--- src/rtl/block_matmul_sequencer.sv ---
`default_nettype none
// ============================================================================
// Module      : block_matmul_sequencer
// Description : Tiles two MAT_DIM x MAT_DIM matrices held in synchronous-read
//               memories into TILE x TILE blocks, feeds block pairs to the
//               systolic block-multiply engine (load/start/done handshake),
//               accumulates partial block products over the inner tile index
//               and writes each finished C tile back to the C memory.
//               Loop order is ti (outer), tj, tk (inner).
// Options     : `define SA_TIMEOUT_EN adds a RUN-state watchdog that raises a
//               sticky err, pulses done and abandons the current tile when
//               sa_done does not arrive within SA_TIMEOUT cycles.
// Revision    : 1.0 - initial release
// ============================================================================
module block_matmul_sequencer #(
  parameter int DATA_W     = 16,
  parameter int TILE       = 2,
  parameter int MAT_DIM    = 4,
  parameter int ADDR_W     = $clog2(MAT_DIM*MAT_DIM),
  parameter int SA_TIMEOUT = 64
) (
  input  logic                          clk,
  input  logic                          rst,
  input  logic                          go,
  output logic                          busy,
  output logic                          done,
  output logic                          err,
  output logic                          a_rd_en,
  output logic [ADDR_W-1:0]             a_rd_addr,
  input  logic [DATA_W-1:0]             a_rd_data,
  output logic                          b_rd_en,
  output logic [ADDR_W-1:0]             b_rd_addr,
  input  logic [DATA_W-1:0]             b_rd_data,
  output logic                          c_wr_en,
  output logic [ADDR_W-1:0]             c_wr_addr,
  output logic [DATA_W-1:0]             c_wr_data,
  output logic [TILE*TILE*DATA_W-1:0]   sa_block_a,
  output logic [TILE*TILE*DATA_W-1:0]   sa_block_b,
  output logic                          sa_load,
  output logic                          sa_start,
  input  logic                          sa_done,
  input  logic [TILE*TILE*DATA_W-1:0]   sa_result
);

  localparam int TT    = TILE * TILE;
  localparam int NT    = MAT_DIM / TILE;
  localparam int IDX_W = (NT > 1) ? $clog2(NT) : 1;
  localparam int CNT_W = $clog2(TT + 1);
  localparam logic [IDX_W-1:0] IDX_LAST = IDX_W'(NT - 1);

  typedef enum logic [2:0] {
    S_IDLE  = 3'd0,
    S_FETCH = 3'd1,
    S_LOAD  = 3'd2,
    S_RUN   = 3'd3,
    S_ACCUM = 3'd4,
    S_WRITE = 3'd5,
    S_DONE  = 3'd6
  } state_t;

  state_t             state_q;
  logic [CNT_W-1:0]   cnt_q;
  logic [IDX_W-1:0]   ti_q, tj_q, tk_q;
  logic [IDX_W-1:0]   ti_d, tj_d, tk_d;
  logic               tk_last, tj_last, ti_last;
  logic [DATA_W-1:0]  acc_q [TT];
  logic [DATA_W-1:0]  w_sum [TT];

`ifdef SA_TIMEOUT_EN
  localparam int WD_W = $clog2(SA_TIMEOUT + 1);
  logic [WD_W-1:0]    wd_q;
`endif

  // Row-major address of element e of the tile at (row_t, col_t).
  function automatic logic [ADDR_W-1:0] elem_addr(input int row_t, input int col_t, input int e);
    return ADDR_W'((row_t * TILE + e / TILE) * MAT_DIM + col_t * TILE + e % TILE);
  endfunction

  // Accumulator plus the engine result, wrapping at DATA_W bits.
  for (genvar g = 0; g < TT; g++) begin : g_sum
    assign w_sum[g] = acc_q[g] + sa_result[g*DATA_W +: DATA_W];
  end

  // Next tile indices: tk steps alone; tj steps with ti carry after a write.
  always_comb begin
    tk_last = (tk_q == IDX_LAST);
    tj_last = (tj_q == IDX_LAST);
    ti_last = (ti_q == IDX_LAST);
    tk_d    = tk_q + IDX_W'(1);
    tj_d    = tj_last ? '0 : tj_q + IDX_W'(1);
    ti_d    = tj_last ? ti_q + IDX_W'(1) : ti_q;
  end

  // Sequencer FSM; every output is registered and set up one cycle ahead.
  always_ff @(posedge clk) begin
    if (rst) begin
      state_q    <= S_IDLE;
      cnt_q      <= '0;
      ti_q       <= '0;
      tj_q       <= '0;
      tk_q       <= '0;
      busy       <= 1'b0;
      done       <= 1'b0;
      err        <= 1'b0;
      a_rd_en    <= 1'b0;
      a_rd_addr  <= '0;
      b_rd_en    <= 1'b0;
      b_rd_addr  <= '0;
      c_wr_en    <= 1'b0;
      c_wr_addr  <= '0;
      c_wr_data  <= '0;
      sa_block_a <= '0;
      sa_block_b <= '0;
      sa_load    <= 1'b0;
      sa_start   <= 1'b0;
      for (int e = 0; e < TT; e++) acc_q[e] <= '0;
`ifdef SA_TIMEOUT_EN
      wd_q       <= '0;
`endif
    end else begin
      done <= 1'b0;
      case (state_q)
        S_IDLE: begin
          if (go) begin
            for (int e = 0; e < TT; e++) acc_q[e] <= '0;
            ti_q      <= '0;
            tj_q      <= '0;
            tk_q      <= '0;
            cnt_q     <= '0;
            busy      <= 1'b1;
            err       <= 1'b0;
            a_rd_en   <= 1'b1;
            a_rd_addr <= elem_addr(0, 0, 0);
            b_rd_en   <= 1'b1;
            b_rd_addr <= elem_addr(0, 0, 0);
            state_q   <= S_FETCH;
          end
        end

        S_FETCH: begin
          // Data requested in cycle e arrives in cycle e+1.
          for (int e = 0; e < TT; e++) begin
            if (int'(cnt_q) == e + 1) begin
              sa_block_a[e*DATA_W +: DATA_W] <= a_rd_data;
              sa_block_b[e*DATA_W +: DATA_W] <= b_rd_data;
            end
          end
          if (int'(cnt_q) == TT) begin
            cnt_q   <= '0;
            sa_load <= 1'b1;
            state_q <= S_LOAD;
          end else begin
            cnt_q <= cnt_q + CNT_W'(1);
            if (int'(cnt_q) == TT - 1) begin
              a_rd_en <= 1'b0;
              b_rd_en <= 1'b0;
            end else begin
              a_rd_addr <= elem_addr(int'(ti_q), int'(tk_q), int'(cnt_q) + 1);
              b_rd_addr <= elem_addr(int'(tk_q), int'(tj_q), int'(cnt_q) + 1);
            end
          end
        end

        S_LOAD: begin
          sa_load  <= 1'b0;
          sa_start <= 1'b1;
`ifdef SA_TIMEOUT_EN
          wd_q     <= '0;
`endif
          state_q  <= S_RUN;
        end

        S_RUN: begin
          if (sa_done) begin
            sa_start <= 1'b0;
            state_q  <= S_ACCUM;
          end
`ifdef SA_TIMEOUT_EN
          else if (wd_q == WD_W'(SA_TIMEOUT - 1)) begin
            // Engine hung: abandon this tile without writing it.
            err      <= 1'b1;
            sa_start <= 1'b0;
            done     <= 1'b1;
            busy     <= 1'b0;
            state_q  <= S_DONE;
          end else begin
            wd_q <= wd_q + WD_W'(1);
          end
`endif
        end

        S_ACCUM: begin
          for (int e = 0; e < TT; e++) acc_q[e] <= w_sum[e];
          cnt_q <= '0;
          if (tk_last) begin
            // First write goes out straight from the fresh sum.
            c_wr_en   <= 1'b1;
            c_wr_addr <= elem_addr(int'(ti_q), int'(tj_q), 0);
            c_wr_data <= w_sum[0];
            state_q   <= S_WRITE;
          end else begin
            tk_q      <= tk_d;
            a_rd_en   <= 1'b1;
            a_rd_addr <= elem_addr(int'(ti_q), int'(tk_d), 0);
            b_rd_en   <= 1'b1;
            b_rd_addr <= elem_addr(int'(tk_d), int'(tj_q), 0);
            state_q   <= S_FETCH;
          end
        end

        S_WRITE: begin
          if (int'(cnt_q) == TT - 1) begin
            c_wr_en <= 1'b0;
            cnt_q   <= '0;
            for (int e = 0; e < TT; e++) acc_q[e] <= '0;
            tk_q    <= '0;
            tj_q    <= tj_d;
            ti_q    <= ti_d;
            if (tj_last && ti_last) begin
              done    <= 1'b1;
              busy    <= 1'b0;
              state_q <= S_DONE;
            end else begin
              a_rd_en   <= 1'b1;
              a_rd_addr <= elem_addr(int'(ti_d), 0, 0);
              b_rd_en   <= 1'b1;
              b_rd_addr <= elem_addr(0, int'(tj_d), 0);
              state_q   <= S_FETCH;
            end
          end else begin
            cnt_q     <= cnt_q + CNT_W'(1);
            c_wr_addr <= elem_addr(int'(ti_q), int'(tj_q), int'(cnt_q) + 1);
            for (int e = 1; e < TT; e++) begin
              if (int'(cnt_q) + 1 == e) c_wr_data <= acc_q[e];
            end
          end
        end

        S_DONE: begin
          state_q <= S_IDLE;
        end

        default: begin
          state_q <= S_IDLE;
        end
      endcase
    end
  end

endmodule
`default_nettype wire

--- config.mk ---
export PLATFORM = sky130hd
export DESIGN_NAME = block_matmul_sequencer
export DESIGN_NICKNAME = d
export VERILOG_FILES = /design/src/rtl/block_matmul_sequencer.sv
export SDC_FILE = /design/constraint.sdc
export NUM_CORES = 1
export LEC_CHECK = 0
export CAP_MARGIN = 10
export CORE_ASPECT_RATIO = 0.7
export CORE_MARGIN = 1
export CORE_UTILIZATION = 45
export DETAILED_ROUTE_END_ITERATION = 8
export PLACE_DENSITY = 0.73
export SLEW_MARGIN = 20
export SYNTH_ARGS = -nofsm -noshare
export SYNTH_HDL_FRONTEND = slang
export SYNTH_SLANG_ARGS = --single-unit
--- constraint.sdc ---
create_clock -name clk -period 4.29 [get_ports clk]
set_input_delay 0.6435 -clock clk [delete_from_list [all_inputs] [get_ports clk]]
set_output_delay 0.6435 -clock clk [all_outputs]
set_load 0.005 [all_outputs]
==> impl_results.md, run 1 <==
- Most used cell, CP: a21oi_1
- Slew at the pin with the worst max-slew slack: 1.059 ns
- Synth warn: 0
- Vias in the first global route: 10170
- Yosys reg bits: ~230
- Clock group share of total power: 0.417
- Post-DP HPWL: roughly 26 mm
- Final setup margin: 1.169 ns
- Fin. Hold Viols: 0
- Switching pwr: about 1.2 mW
- Num CTS Buffers: 23
- IO buf count: about 260
- Area occupied by multi-input gates: between 6000 and 7000 um2
- Clk slew on worst S/H paths: ~0.07 ns
- Latest clock arrival within the worst-skew pair: 0.51 ns
- Fin crit period: between 3 and 4 ns
- Hold Crit Depth: 2
- Diodes inserted: 0
- # DRC: 0
- CP max stage delay: about 0.47 ns
- Via count of the routed design: approximately 11000
- R2R depth: 9
- Die height: roughly 140 um
- Max VDD drop: approximately 230 uV
- RSZ-0062 raised after global routing: no
- Design Power: 4.953 mW
- Mean Syn Cell Area: 8.123 um2
- Max Fclk: approximately 0.32 GHz
- Hold_sp: sa_block_a[16]$_SDFFE_PP0P_
- Clock Tree Buf Depth: 3
- Mapped Area: 11750 um2
- Initial antenna violation count: 1
- Worst reg2reg setup slack: approximately 1.3 ns
- Startpoint types: input pin
- Final Skew: approximately 0.015 ns
- TritonCTS clock tree: yes
- Setup TNS Final: 0 ns
- Endpoint class of the critical path: flip-flop
- Post-CTS Hold Buffers: 0
- PwrDens: 323.7 nW/um2
- Post-Route WL: approximately 36 mm
- First-pass GRT wire length: between 50 and 60 mm
- Number of I/O pins: about 260
- Dominant synthesized flop cell: dfxtp_1
- Type of the worst setup path: in2reg
- Antenna Nets Post-Route: 0
- Sequential power share: 0.460
- Detailed-route wire length per cell: ~18 um
- Post-synthesis cell type count: 73
- Critical-path top delay cell: a2111oi_1
- Hold Path Class: reg2reg
- FP Rows: between 40 and 50
- Area Overhead vs Synth: 30.27%
- DP Worst Slack: around 0.67 ns
- Post-CTS sizing: 0
- Required time of the critical path: about 4.5 ns
- Sink Count: ~230
- Async SR Flop Fraction: 0
- Slew margin rel.: 0.2940
- Number of synthesized flops with an enable pin: 16
- GPL Wtd Cong: 0.8894
- Layout cell share with drive strength beyond 1: 0.04410
- Final period util: 0.7275
- Overall Global Routing Usage: 0.2574
- # fillers: 2344
- Starting Density: 0.4584
- Sw frac: 0.2504
- Worst Path Max Fanout: 3
- Clock root cell: clkbuf_16
- Seq/Total Area, Yosys: 0.4107
- Status: finished, final reports clean
- Vias per std cell: about 5.5
- FF-to-FF Start: acc_q[3][0]$_SDFFCE_PP0P_
- Register area: around 4800 um2
- Worst path cell trace: clkdlybuf4s50_1 > ha_1 > fa_1 > a21o_1 > a21oi_1 > o21bai_1 > a221o_1 > a2111oi_1 > or3_1 > a21oi_1
- DR pass1 iterations: 5
- CP Data Arrival Time: 3.37 ns
- Die extent in x: ~200 um
- Min-Delay Endpoint: sa_block_a[16]$_SDFFE_PP0P_
- Int Pwr: between 3 and 4 mW
- Mapped Cells: around 1400
- Fin. max-slew vios: 0
- Maxcap violations: 0
- Total gr overflow: 0
- # setup viols final: 0
- Pleak: roughly 5.7 nW
- Comb pwr share: 0.124
- 1st-iter DRT viols: just over 600
- Post CTS Setup Buffer Count: 0
- Final nets: between 1500 and 2000
- Reg2reg end: acc_q[3][12]$_SDFFCE_PP0P_
- Syn_nets: about 1600
- Largest net degree at the start of global routing: a little under 100
- Core area: 25630 um2
- H-tree depth: 1
- DIE AREA: 26760 um2
==> Yosys cell counts, types with 19 or more instances <==
cell type / n / share of area
clkbuf_1: 67 / 0.021
dfxtp_1: 217 / 0.37
nor3_1: 19 / 0.0081
ha_1: 67 / 0.071
inv_1: 25 / 0.0080
nand2_1: 320 / 0.10
mux2i_1: 23 / 0.020
a21o_1: 19 / 0.012
o21ai_0: 44 / 0.019
a211oi_1: 33 / 0.021
a21oi_1: 222 / 0.095
xnor2_1: 27 / 0.020
nor2_1: 97 / 0.031
==> registers in the layout (all words and copies together), names as in the netlist, 2 cells and up <==
| signal | count |
|---|---|
| state_q | 3 |
| a_rd_addr | 4 |
| b_rd_addr | 2 |
| sa_block_a | 64 |
| acc_q | 64 |
| c_wr_data | 16 |
| sa_block_b | 64 |
| cnt_q | 3 |
| c_wr_addr | 4 |
==> worst max path at each step <==
stage | from | end | slack, ns | cells after the start
CTS | sa_result[48] | acc_q[3][12]$_SDFFCE_PP0P_ | 1.21 | 10
global route | sa_result[48] | acc_q[3][12]$_SDFFCE_PP0P_ | 1.04 | 10
global placement | sa_result[48] | acc_q[3][12]$_SDFFCE_PP0P_ | 0.73 | 10
floorplan | sa_result[48] | acc_q[3][12]$_SDFFCE_PP0P_ | 1.30 | 9
detailed placement | sa_result[48] | acc_q[3][12]$_SDFFCE_PP0P_ | 0.67 | 10
finish | sa_result[48] | acc_q[3][12]$_SDFFCE_PP0P_ | 1.17 | 10
==> cell type report <==
| class | instances | area share |
|---|---|---|
| clock buffer | 31 | 0.04293 |
| clock inverter | 10 | 0.007359 |
| timing repair buffer | 280 | 0.1800 |
| multi-input combinational | 1098 | 0.4209 |
| sequential | 233 | 0.3153 |
| tap | 331 | 0.02706 |
| inverter | 26 | 0.006378 |
==> worst max-delay path: cells and delay by family <==
family	cells	cell delay, ns
AO/OA/AOI/OAI	6	1.47
adder cells (fa/ha/maj)	2	0.67
buffers and inverters	1	0.41
AND/OR/NAND/NOR	1	0.17
==> cell families after synthesis <==
| kind of cell | count (synthesis) | synth area share |
|---|---|---|
| AND/OR/NAND/NOR | 530 | 0.1935 |
| AO/OA/AOI/OAI | 428 | 0.2224 |
| flip-flops | 233 | 0.4107 |
| buffers and inverters | 115 | 0.04165 |
| adder cells (fa/ha/maj) | 71 | 0.07818 |
| XOR/XNOR | 45 | 0.03355 |
| multiplexers | 23 | 0.01960 |
| other | 1 | 0.0003193 |
==> cell usage in the layout (no fill, tap or decap), types with 14 or more instances in the layout <==
master,count
a211oi_1,33
a21o_1,19
a21oi_1,222
a22o_1,18
buf_4,19
clkbuf_16,24
clkdlybuf4s50_1,261
dfxtp_1,217
edfxtp_1,16
ha_1,67
inv_1,25
mux2i_1,23
nand2_1,320
nand3_1,17
nor2_1,95
nor3_1,19
o21a_1,14
o21ai_0,44
xnor2_1,27
xor2_1,18
==> routing by layer <==
metal	up-vias	wire [um]	track usage
li1	5485	-	-
met1	5198	16970	0.3659
met2	347	14970	0.3802
met3	45	3036	0.07466
met4	0	720	0.06518
met5	-	0	0
==> per-stage QoR <==
| stage | hold slack [ns] | utilization | instance area, um2 | instances |
|---|---|---|---|---|
| global route | 0.4675 | 0.5971 | 15300 | 2009 |
| detailed placement | 0.4453 | 0.5671 | 14530 | 1968 |
| finish | 0.4530 | 0.5971 | 15300 | 2009 |
| CTS | 0.4543 | 0.5971 | 15300 | 2009 |
| floorplan | 0.4291 | - | 11750 | 1446 |
| global placement | 0.4406 | 0.5671 | 14530 | 1968 |
==> power by group through the flow <==
| stage | registers [mW] | clock network [mW] | logic (mW) |
|---|---|---|---|
| 4_1_cts | 2.28 | 2.11 | 0.607 |
| 2_1_floorplan | 2.30 | 0 | 0.376 |
| 6_report | 2.28 | 2.06 | 0.612 |
| 3_3_place_gp | 2.32 | 0 | 0.596 |
| 5_1_grt | 2.28 | 2.19 | 0.671 |
| 3_5_place_dp | 2.33 | 0 | 0.603 |
(Power assumes the default switching activity.)
==> inputs of run 2 (changes only) <==
==> constraint.sdc (replaced) <==
create_clock -name clk -period 3.1 [get_ports clk]
set_input_delay 0.465 -clock clk [delete_from_list [all_inputs] [get_ports clk]]
set_output_delay 0.465 -clock clk [all_outputs]
set_load 0.005 [all_outputs]
==> impl_results.md, run 2 (synthesis gave the netlist of run 1 again) <==
- Status: finished, final reports clean
- Clk slew on worst S/H paths: 0.07 ns
- Starting Density: 0.4584
- Type of the worst setup path: reg2reg
- Fin. Hold Viols: 0
- Area Overhead vs Synth: 31.68%
- RSZ-0062 raised after global routing: no
- Dpl cell area: about 15000 um2
- Slew at the pin with the worst max-slew slack: around 1.1 ns
- Worst Path Max Fanout: 2
- First-pass GRT wire length: around 55 mm
- Crit. path cell count: 9
- Hold Crit Depth: 2
- Antenna Nets Post-Route: 0
- FP Rows: just under 50
- Required time of the critical path: around 3.4 ns
- Largest net degree at the start of global routing: between 100 and 150
- PwrDens: 448.2 nW/um2
- Post-CTS Hold Buffers: 0
- DP Cell Count: about 2000
- Endpoint class of the critical path: flip-flop
- Initial antenna violation count: 1
- Worst path cell trace: ha_1 > fa_1 > a21o_1 > a21oi_1 > o21bai_1 > a221o_1 > a2111oi_1 > or3_1 > a21oi_1
- Critical-path top delay cell: a2111oi_1
- Post-Route WL: 36.24 mm
- Core area: 25630 um2
- Die extent in x: approximately 200 um
- WHS: about 0.17 ns
- H-tree depth: 1
- CP Data Arrival Time: approximately 3.1 ns
- DIE AREA: 26760 um2
- Diodes inserted: 0
- Vias per std cell: 5.492
- # setup viols final: 0
- Die height: around 140 um
- Pleak: approximately 5.8 nW
- Num CTS Buffers: 24
- Hold Path Class: in2reg
- Max VDD drop: around 310 uV
- Vias in the first global route: 10260
- Overall Global Routing Usage: 0.2590
- Detailed-route wire length per cell: around 18 um
- Post-DP HPWL: between 20 and 30 mm
- Slew margin rel.: 0.2651
- CP max stage delay: 0.47 ns
- IO buf count: about 260
- Fin. max-slew vios: 0
- Total gr overflow: 0
- GPL Wtd Cong: ~0.92
- Finished Layout Cells: 2030
- Final period util: 0.9275
- DR pass1 iterations: 5
- Sink Count: between 200 and 250
- Commonest non-fill, non-tap cell in the layout: nand2_1
- 1st-iter DRT viols: approximately 730
- CP delay by family, top: compound AO/OA/AOI/OAI gates
- TritonCTS clock tree: yes
- # DRC: 0
- Maxcap violations: 0
- Post CTS Setup Buffer Count: 0
- Final nets: between 1500 and 2000
- Fin crit period: 2.875 ns
- Most frequent cells in the layout: nand2_1 (320), clkdlybuf4s50_1 (261), a21oi_1 (222), dfxtp_1 (217), nor2_1 (95)
- Final Skew: approximately 0.019 ns
- Post-CTS sizing: 0
- Via count of the routed design: between 10000 and 15000
- Design area: around 15000 um2
- Latest clock arrival within the worst-skew pair: ~0.52 ns
- Design Power: just under 7 mW
- Startpoint types: flip-flop
- Layout cell share with drive strength beyond 1: 0.05415
- R2R depth: 9
- Number of I/O pins: 264
- Clock root cell: clkbuf_16
- Clock Tree Buf Depth: 3
- Buf/Inv on CP: 0
- Top flop regs: acc_q (64), sa_block_a (64), sa_block_b (64)
- Max Fclk: ~0.35 GHz
- Most used cell, CP: a21oi_1
## run 2: cell count changes in the layout (fill, tap and decap cells not counted), moves of 2 or more
cell        change
buf_4          +19
clkbuf_1        +3
clkbuf_8        +3
clkinv_2        -2
clkinvlp_4      -2
## run 2: worst paths after layout
check | to | start | slack, ns
hold reg to reg | sa_block_b[57]$_SDFFE_PP0P_ | sa_block_b[57]$_SDFFE_PP0P_ | 0.45
setup / recovery | acc_q[3][12]$_SDFFCE_PP0P_ | acc_q[3][0]$_SDFFCE_PP0P_ | 0.22
setup reg to reg | acc_q[3][12]$_SDFFCE_PP0P_ | acc_q[3][0]$_SDFFCE_PP0P_ | 0.22
hold / removal | c_wr_en$_SDFFE_PP0P_ | rst | 0.17
## run 2: report_power, final
group	internal [mW]	switching, mW	leakage (nW)	total, mW
combinational	0.405	0.481	3.51	0.887
sequential	3.09	0.0473	1.92	3.14
clock	1.71	1.20	0.390	2.91
total	5.20	1.73	5.82	6.93
## run 2: worst reg2reg max path: stages (launching register included)
cell and delay, ns:
edfxtp_1 0.40, ha_1 0.23, fa_1 0.41, a21o_1 0.17, a21oi_1 0.19, o21bai_1 0.12
a221o_1 0.40, a2111oi_1 0.47, or3_1 0.17, a21oi_1 0.06
## run 2: layout make-up
class,count,area (um2)
clock buffer,38,734.5
clock inverter,5,57.56
fill,2292,10160
inverter,26,97.59
multi-input combinational,1098,6441
sequential,233,4825
tap,331,414.1
timing repair buffer,299,2898
## run 2: through the flow
step                worst slack (ns)    util  setup TNS (ns)
floorplan                     0.2933       -               0
global placement             -0.2220  0.5726         -0.2220
detailed placement           -0.2883  0.5726         -0.3063
CTS                           0.2015  0.6036               0
global route                 0.04285  0.6036               0
finish                        0.2249  0.6036               0
## run 2: routing by layer
metal	global-route usage	vias to the layer above	share of wire
met4	0.06037	0	0.022
met5	0	-	0
li1	-	5524	-
met2	0.3867	382	0.42
met3	0.06536	55	0.085
met1	0.3727	5188	0.47
